===== src/rtl/vga_timing_gen.sv =====
// Parametrised VGA raster timing generator with registered sync, data-enable and colour.
// Optional internal 8-bar colour test pattern when VGA_TEST_PATTERN_EN is defined.
module vga_timing_gen #(
  parameter int H_DISPLAY   = 640,
  parameter int H_FPORCH    = 16,
  parameter int H_SYNCPULSE = 96,
  parameter int H_BPORCH    = 48,
  parameter int V_DISPLAY   = 480,
  parameter int V_FPORCH    = 10,
  parameter int V_SYNCPULSE = 2,
  parameter int V_BPORCH    = 33,
  parameter int HSYNC_POL   = 0,
  parameter int VSYNC_POL   = 0,
  parameter int COLOR_BITS  = 1,
  parameter int CLK_DIV     = 1,
  localparam int H_TOTAL    = H_DISPLAY + H_FPORCH + H_SYNCPULSE + H_BPORCH,
  localparam int V_TOTAL    = V_DISPLAY + V_FPORCH + V_SYNCPULSE + V_BPORCH,
  localparam int XW         = $clog2(H_TOTAL),
  localparam int YW         = $clog2(V_TOTAL)
) (
  input  logic                  clk,
  input  logic                  rst,
  input  logic [COLOR_BITS-1:0] r_in,
  input  logic [COLOR_BITS-1:0] g_in,
  input  logic [COLOR_BITS-1:0] b_in,
  input  logic                  pattern_en,
  output logic [XW-1:0]         x,
  output logic [YW-1:0]         y,
  output logic                  active,
  output logic                  pix_tick,
  output logic                  line_start,
  output logic                  frame_start,
  output logic                  hsync,
  output logic                  vsync,
  output logic [COLOR_BITS-1:0] r,
  output logic [COLOR_BITS-1:0] g,
  output logic [COLOR_BITS-1:0] b,
  output logic                  de
);

  if (H_DISPLAY < 1 || H_SYNCPULSE < 1 || V_DISPLAY < 1 || V_SYNCPULSE < 1 ||
      H_FPORCH < 0 || H_BPORCH < 0 || V_FPORCH < 0 || V_BPORCH < 0 ||
      COLOR_BITS < 1 || CLK_DIV < 1 ||
      HSYNC_POL < 0 || HSYNC_POL > 1 || VSYNC_POL < 0 || VSYNC_POL > 1) begin : g_param_check
    $error("vga_timing_gen: illegal parameter set");
  end

  localparam int DW = (CLK_DIV > 1) ? $clog2(CLK_DIV) : 1;
  localparam logic [DW-1:0] DIV_LAST = DW'(CLK_DIV - 1);
  localparam logic [XW-1:0] H_LAST   = XW'(H_TOTAL - 1);
  localparam logic [YW-1:0] V_LAST   = YW'(V_TOTAL - 1);
  localparam logic [31:0]   H_ACT    = 32'(H_DISPLAY);
  localparam logic [31:0]   V_ACT    = 32'(V_DISPLAY);
  localparam logic [31:0]   H_SS     = 32'(H_DISPLAY + H_FPORCH);
  localparam logic [31:0]   H_SE     = 32'(H_DISPLAY + H_FPORCH + H_SYNCPULSE);
  localparam logic [31:0]   V_SS     = 32'(V_DISPLAY + V_FPORCH);
  localparam logic [31:0]   V_SE     = 32'(V_DISPLAY + V_FPORCH + V_SYNCPULSE);
  localparam logic          HS_ON    = (HSYNC_POL != 0);
  localparam logic          VS_ON    = (VSYNC_POL != 0);

  logic [DW-1:0] div_cnt;
  logic [XW-1:0] h_cnt;
  logic [YW-1:0] v_cnt;
  logic          h_wrap;
  logic          h_in_sync;
  logic          v_in_sync;
  logic [COLOR_BITS-1:0] src_r, src_g, src_b;

  // stage p0: pixel divider and raster counters
  assign pix_tick = (div_cnt == DIV_LAST);
  assign h_wrap   = pix_tick && (h_cnt == H_LAST);

  always_ff @(posedge clk) begin
    if (rst) begin
      div_cnt <= '0;
      h_cnt   <= '0;
      v_cnt   <= '0;
    end else begin
      div_cnt <= pix_tick ? '0 : div_cnt + 1'b1;
      if (pix_tick) begin
        h_cnt <= h_wrap ? '0 : h_cnt + 1'b1;
        if (h_wrap) v_cnt <= (v_cnt == V_LAST) ? '0 : v_cnt + 1'b1;
      end
    end
  end

  assign x           = h_cnt;
  assign y           = v_cnt;
  assign active      = (32'(h_cnt) < H_ACT) && (32'(v_cnt) < V_ACT);
  assign line_start  = pix_tick && (h_cnt == '0);
  assign frame_start = line_start && (v_cnt == '0);
  assign h_in_sync   = (32'(h_cnt) >= H_SS) && (32'(h_cnt) < H_SE);
  assign v_in_sync   = (32'(v_cnt) >= V_SS) && (32'(v_cnt) < V_SE);

`ifdef VGA_TEST_PATTERN_EN
  logic [XW+2:0] bar_num;
  logic [2:0]    bar;
  assign bar_num = {h_cnt, 3'b000};
  assign bar     = 3'(bar_num / (XW+3)'(H_DISPLAY));
  assign src_r   = pattern_en ? {COLOR_BITS{bar[2]}} : r_in;
  assign src_g   = pattern_en ? {COLOR_BITS{bar[1]}} : g_in;
  assign src_b   = pattern_en ? {COLOR_BITS{bar[0]}} : b_in;
`else
  logic unused_pattern_en;
  assign unused_pattern_en = pattern_en;
  assign src_r = r_in;
  assign src_g = g_in;
  assign src_b = b_in;
`endif

  // stage p1: output register, one pixel behind x/y
  logic                  hsync_p1, vsync_p1, de_p1;
  logic [COLOR_BITS-1:0] r_p1, g_p1, b_p1;

  always_ff @(posedge clk) begin
    if (rst) begin
      hsync_p1 <= ~HS_ON;
      vsync_p1 <= ~VS_ON;
      de_p1    <= 1'b0;
      r_p1     <= '0;
      g_p1     <= '0;
      b_p1     <= '0;
    end else if (pix_tick) begin
      hsync_p1 <= h_in_sync ? HS_ON : ~HS_ON;
      vsync_p1 <= v_in_sync ? VS_ON : ~VS_ON;
      de_p1    <= active;
      r_p1     <= active ? src_r : '0;
      g_p1     <= active ? src_g : '0;
      b_p1     <= active ? src_b : '0;
    end
  end

  assign hsync = hsync_p1;
  assign vsync = vsync_p1;
  assign de    = de_p1;
  assign r     = r_p1;
  assign g     = g_p1;
  assign b     = b_p1;

endmodule


===== config.mk =====
export PLATFORM = sky130hd
export DESIGN_NAME = vga_timing_gen
export DESIGN_NICKNAME = d
export VERILOG_FILES = /design/src/rtl/vga_timing_gen.sv
export SDC_FILE = /design/constraint.sdc
export NUM_CORES = 1
export LEC_CHECK = 0
export ABC_AREA = 1
export CAP_MARGIN = 40
export CORE_MARGIN = 3
export CORE_UTILIZATION = 50
export CTS_CLUSTER_DIAMETER = 150
export CTS_CLUSTER_SIZE = 14
export DETAILED_ROUTE_END_ITERATION = 8
export MAX_ROUTING_LAYER = met4
export PLACE_DENSITY_LB_ADDON = 0.1
export SLEW_MARGIN = 10
export SYNTH_ARGS = -nofsm -noshare
export SYNTH_HDL_FRONTEND = slang
export SYNTH_SLANG_ARGS = --single-unit

===== constraint.sdc =====
create_clock -name clk -period 2.8 [get_ports clk]
set_input_delay 0.56 -clock clk [delete_from_list [all_inputs] [get_ports clk]]
set_output_delay 0.56 -clock clk [all_outputs]
set_load 0.005 [all_outputs]

==> results.txt <==
status = complete, no violations
combinational share of power = 9.5%
Synth top area share = 37.8%
routability cong. = 0.925
NetSw = 147 µW
final setup TNS = 0 ps
H-tree levels = 1
Area contributors post-synth = dfxtp_1, nand2_1, nand3_1
DP HPWL = 2.44 mm
antenna cells = 0
worst-case vdd ir drop = 314 µV
sequential fraction of the synthesis area = 37.8%
CP peak stage delay = 530 ps
global-route wire length before repair = 5.50 mm
critical path's slowest cell = clkdlybuf4s50_1
DRC = 0
Via Count = 1,418
worst-path maximum fanout = 4
worst skew pair latency = 320 ps
Critical Path AT = 1990 ps
Worst path top cell family by delay = buffers and inverters
mapped cell area = 1430 µm²
Max Fclk = 392 MHz
Initial Util = 55.3%
Pre-antenna DRT Iters = 4
Die ar. = 3540 µm²
io pins = 36
# Post-CTS Setup Buffers = 0
PortBufs = 34
Post-Syn Area per Cell = 6.82 µm²
Final Slew Violations = 0
Worst EP required = 2240 ps
final setup vio count = 0
Unique masters post-synth = 27
share of cells above drive strength 1 = 5.28%
Clock Skew = 8.55 ps
Clock Root Buffer = clkbuf_4
EDFF count, synth = 0
Seq pwr share = 63.7%
FF+latch count, synth = 27
Pint = 480 µW
unrepaired setup endpoints after global routing = no
Routed WL = 3.22 mm
largest area contributor in the netlist = dfxtp_1
Synth Instances = 210
Horiz. Die Dim = 59.5 µm
Core Area = 2590 µm²
Max-slew headroom = 67.1%
most numerous cell in the Yosys netlist = nand2_1
CP Capture Type = output port
synth cell count leaders = nand2_1, inv_1, nor2_1, dfxtp_1, nand3_1
power per cell area = 345 nW/µm²
post-CTS sizing = 0
WS Path Type = reg2out
Tcrit/Tclk final = 91.1%
initial antenna violation count = 0
Post-Syn Nets = 220
largest net degree at the start of global routing = 15
worst min path class = reg2reg
total gr overflow = 0
Slew @ Worst Pin = 490 ps
Post-synth ARST share = 0%
CTS sink count = 27
CTS buffer count = 3
row count = 18
Reg clk slew, reported paths = 130 ps
Clk pwr share = 26.9%
CTS tree = yes
area grow syn2layout = 26.8%
deepest clock path buffer count = 2
synth warn = 0
via/cell ratio = 5.14
CP Cell Sequence = inv_1 -> ha_1 -> nand3_1 -> nor2_1 -> nand4_1 -> nor3_1 -> clkdlybuf4s50_1
final count of hold timing violations = 0
Final nets = 257
number of fill cells in the layout = 241
min Tclk post-route = 2550 ps
die height = 59.5 µm
worst path buffer plus inverter count = 2
Max Cap Viol = 0
total power = 627 µW
startpoint types = flip-flop
gr usage total = 20.7%
quantity of hold-fixing buffers added after cts = 0
Detail Route Antenna Nets = 0
LEAKAGE = 0.784 nW
Iter 0 DRT Violations = 65
register-to-register setup slack = 1070 ps
vias in the first global route = 1,212
Routed wire per std cell = 11.7 µm
sw frac = 23.5%
top_reg_cell synth = dfxtp_1
[power by group through the flow]
stage	clock network, mW	logic [mW]	registers, mW
after floorplan	0	0.0301	0.405
after CTS	0.172	0.0601	0.399
after global routing	0.186	0.0678	0.401
final	0.168	0.0594	0.399
after global placement	0	0.0595	0.407
after detailed placement	0	0.0598	0.408
[cell usage in the layout (no fill, tap or decap), types with 2 or more instances in the layout]
master	Yosys	final
nand3_2	2	2
o21ai_1	2	2
nor2_1	28	28
nand4_1	8	8
nor3_1	4	4
nand2_1	50	50
a21oi_1	11	11
ha_1	4	4
o21ai_0	8	8
clkbuf_4	0	3
clkdlybuf4s50_1	0	34
inv_1	28	28
nand3_1	22	22
dfxtp_1	27	27
[through the flow]
stage / worst slack, ps / util [%] / hold WS, ps / instances / instance area (µm²)
final: 248 / 70.1 / 473 / 276 / 1820
after global routing: 61.7 / 70.1 / 496 / 276 / 1820
after CTS: 243 / 70.1 / 478 / 276 / 1820
after detailed placement: 626 / 69.1 / 460 / 272 / 1790
after global placement: 638 / 69.1 / 456 / 272 / 1790
after floorplan: 1270 / - / 460 / 210 / 1430
[sequential cells by signal (all words and copies together) (netlist names)]
register  count
hsync         1
y            10
g             1
de            1
x            10
vsync         1
div_cnt       1
r             1
b             1
[layout make-up]
type / instances / area [µm²] / share of cell area (%)
clock buffer: 4 / 26.3 / 1.45
inverter: 31 / 121 / 6.69
multi-input combinational: 149 / 742 / 40.9
sequential: 27 / 541 / 29.8
tap: 30 / 37.5 / 2.07
timing repair buffer: 35 / 348 / 19.2
[final timing paths]
| kind | from | endpoint | cells after the start |
|---|---|---|---|
| worst max register to register | x[0] | y[1] | 7 |
| worst min register to register | de | de | 2 |
| worst max-delay path | x[0] | frame_start | 7 |
| worst min-delay path | de | de | 2 |
[logic make-up (layout without fill, tap and decap cells)]
logic type / after synthesis / after routing / share of synthesized area (%)
AO/OA/AOI/OAI: 22 / 22 / 7.87
XOR/XNOR: 1 / 1 / 0.612
adder cells (fa/ha/maj): 4 / 4 / 3.50
buffers and inverters: 34 / 70 / 10.4
flip-flops: 27 / 27 / 37.8
other: 1 / 1 / 0.262
AND/OR/NAND/NOR: 121 / 121 / 39.6
[worst reg2reg max path, cell delays in order (launching register included)]
cell     delay (ps)
dfxtp_1         410
ha_1            260
nand4_4         180
nor2_4          320
inv_1           230
nor2_1          190
nand2_1          70
nand2_1          50
[per-layer routing]
layer  track usage [%]  wire length [µm]
met2              29.6              1410
met1              29.1              1610
met3              4.79               152
met5                 -                 0
met4              5.38                45
(Power assumes the default switching activity.)
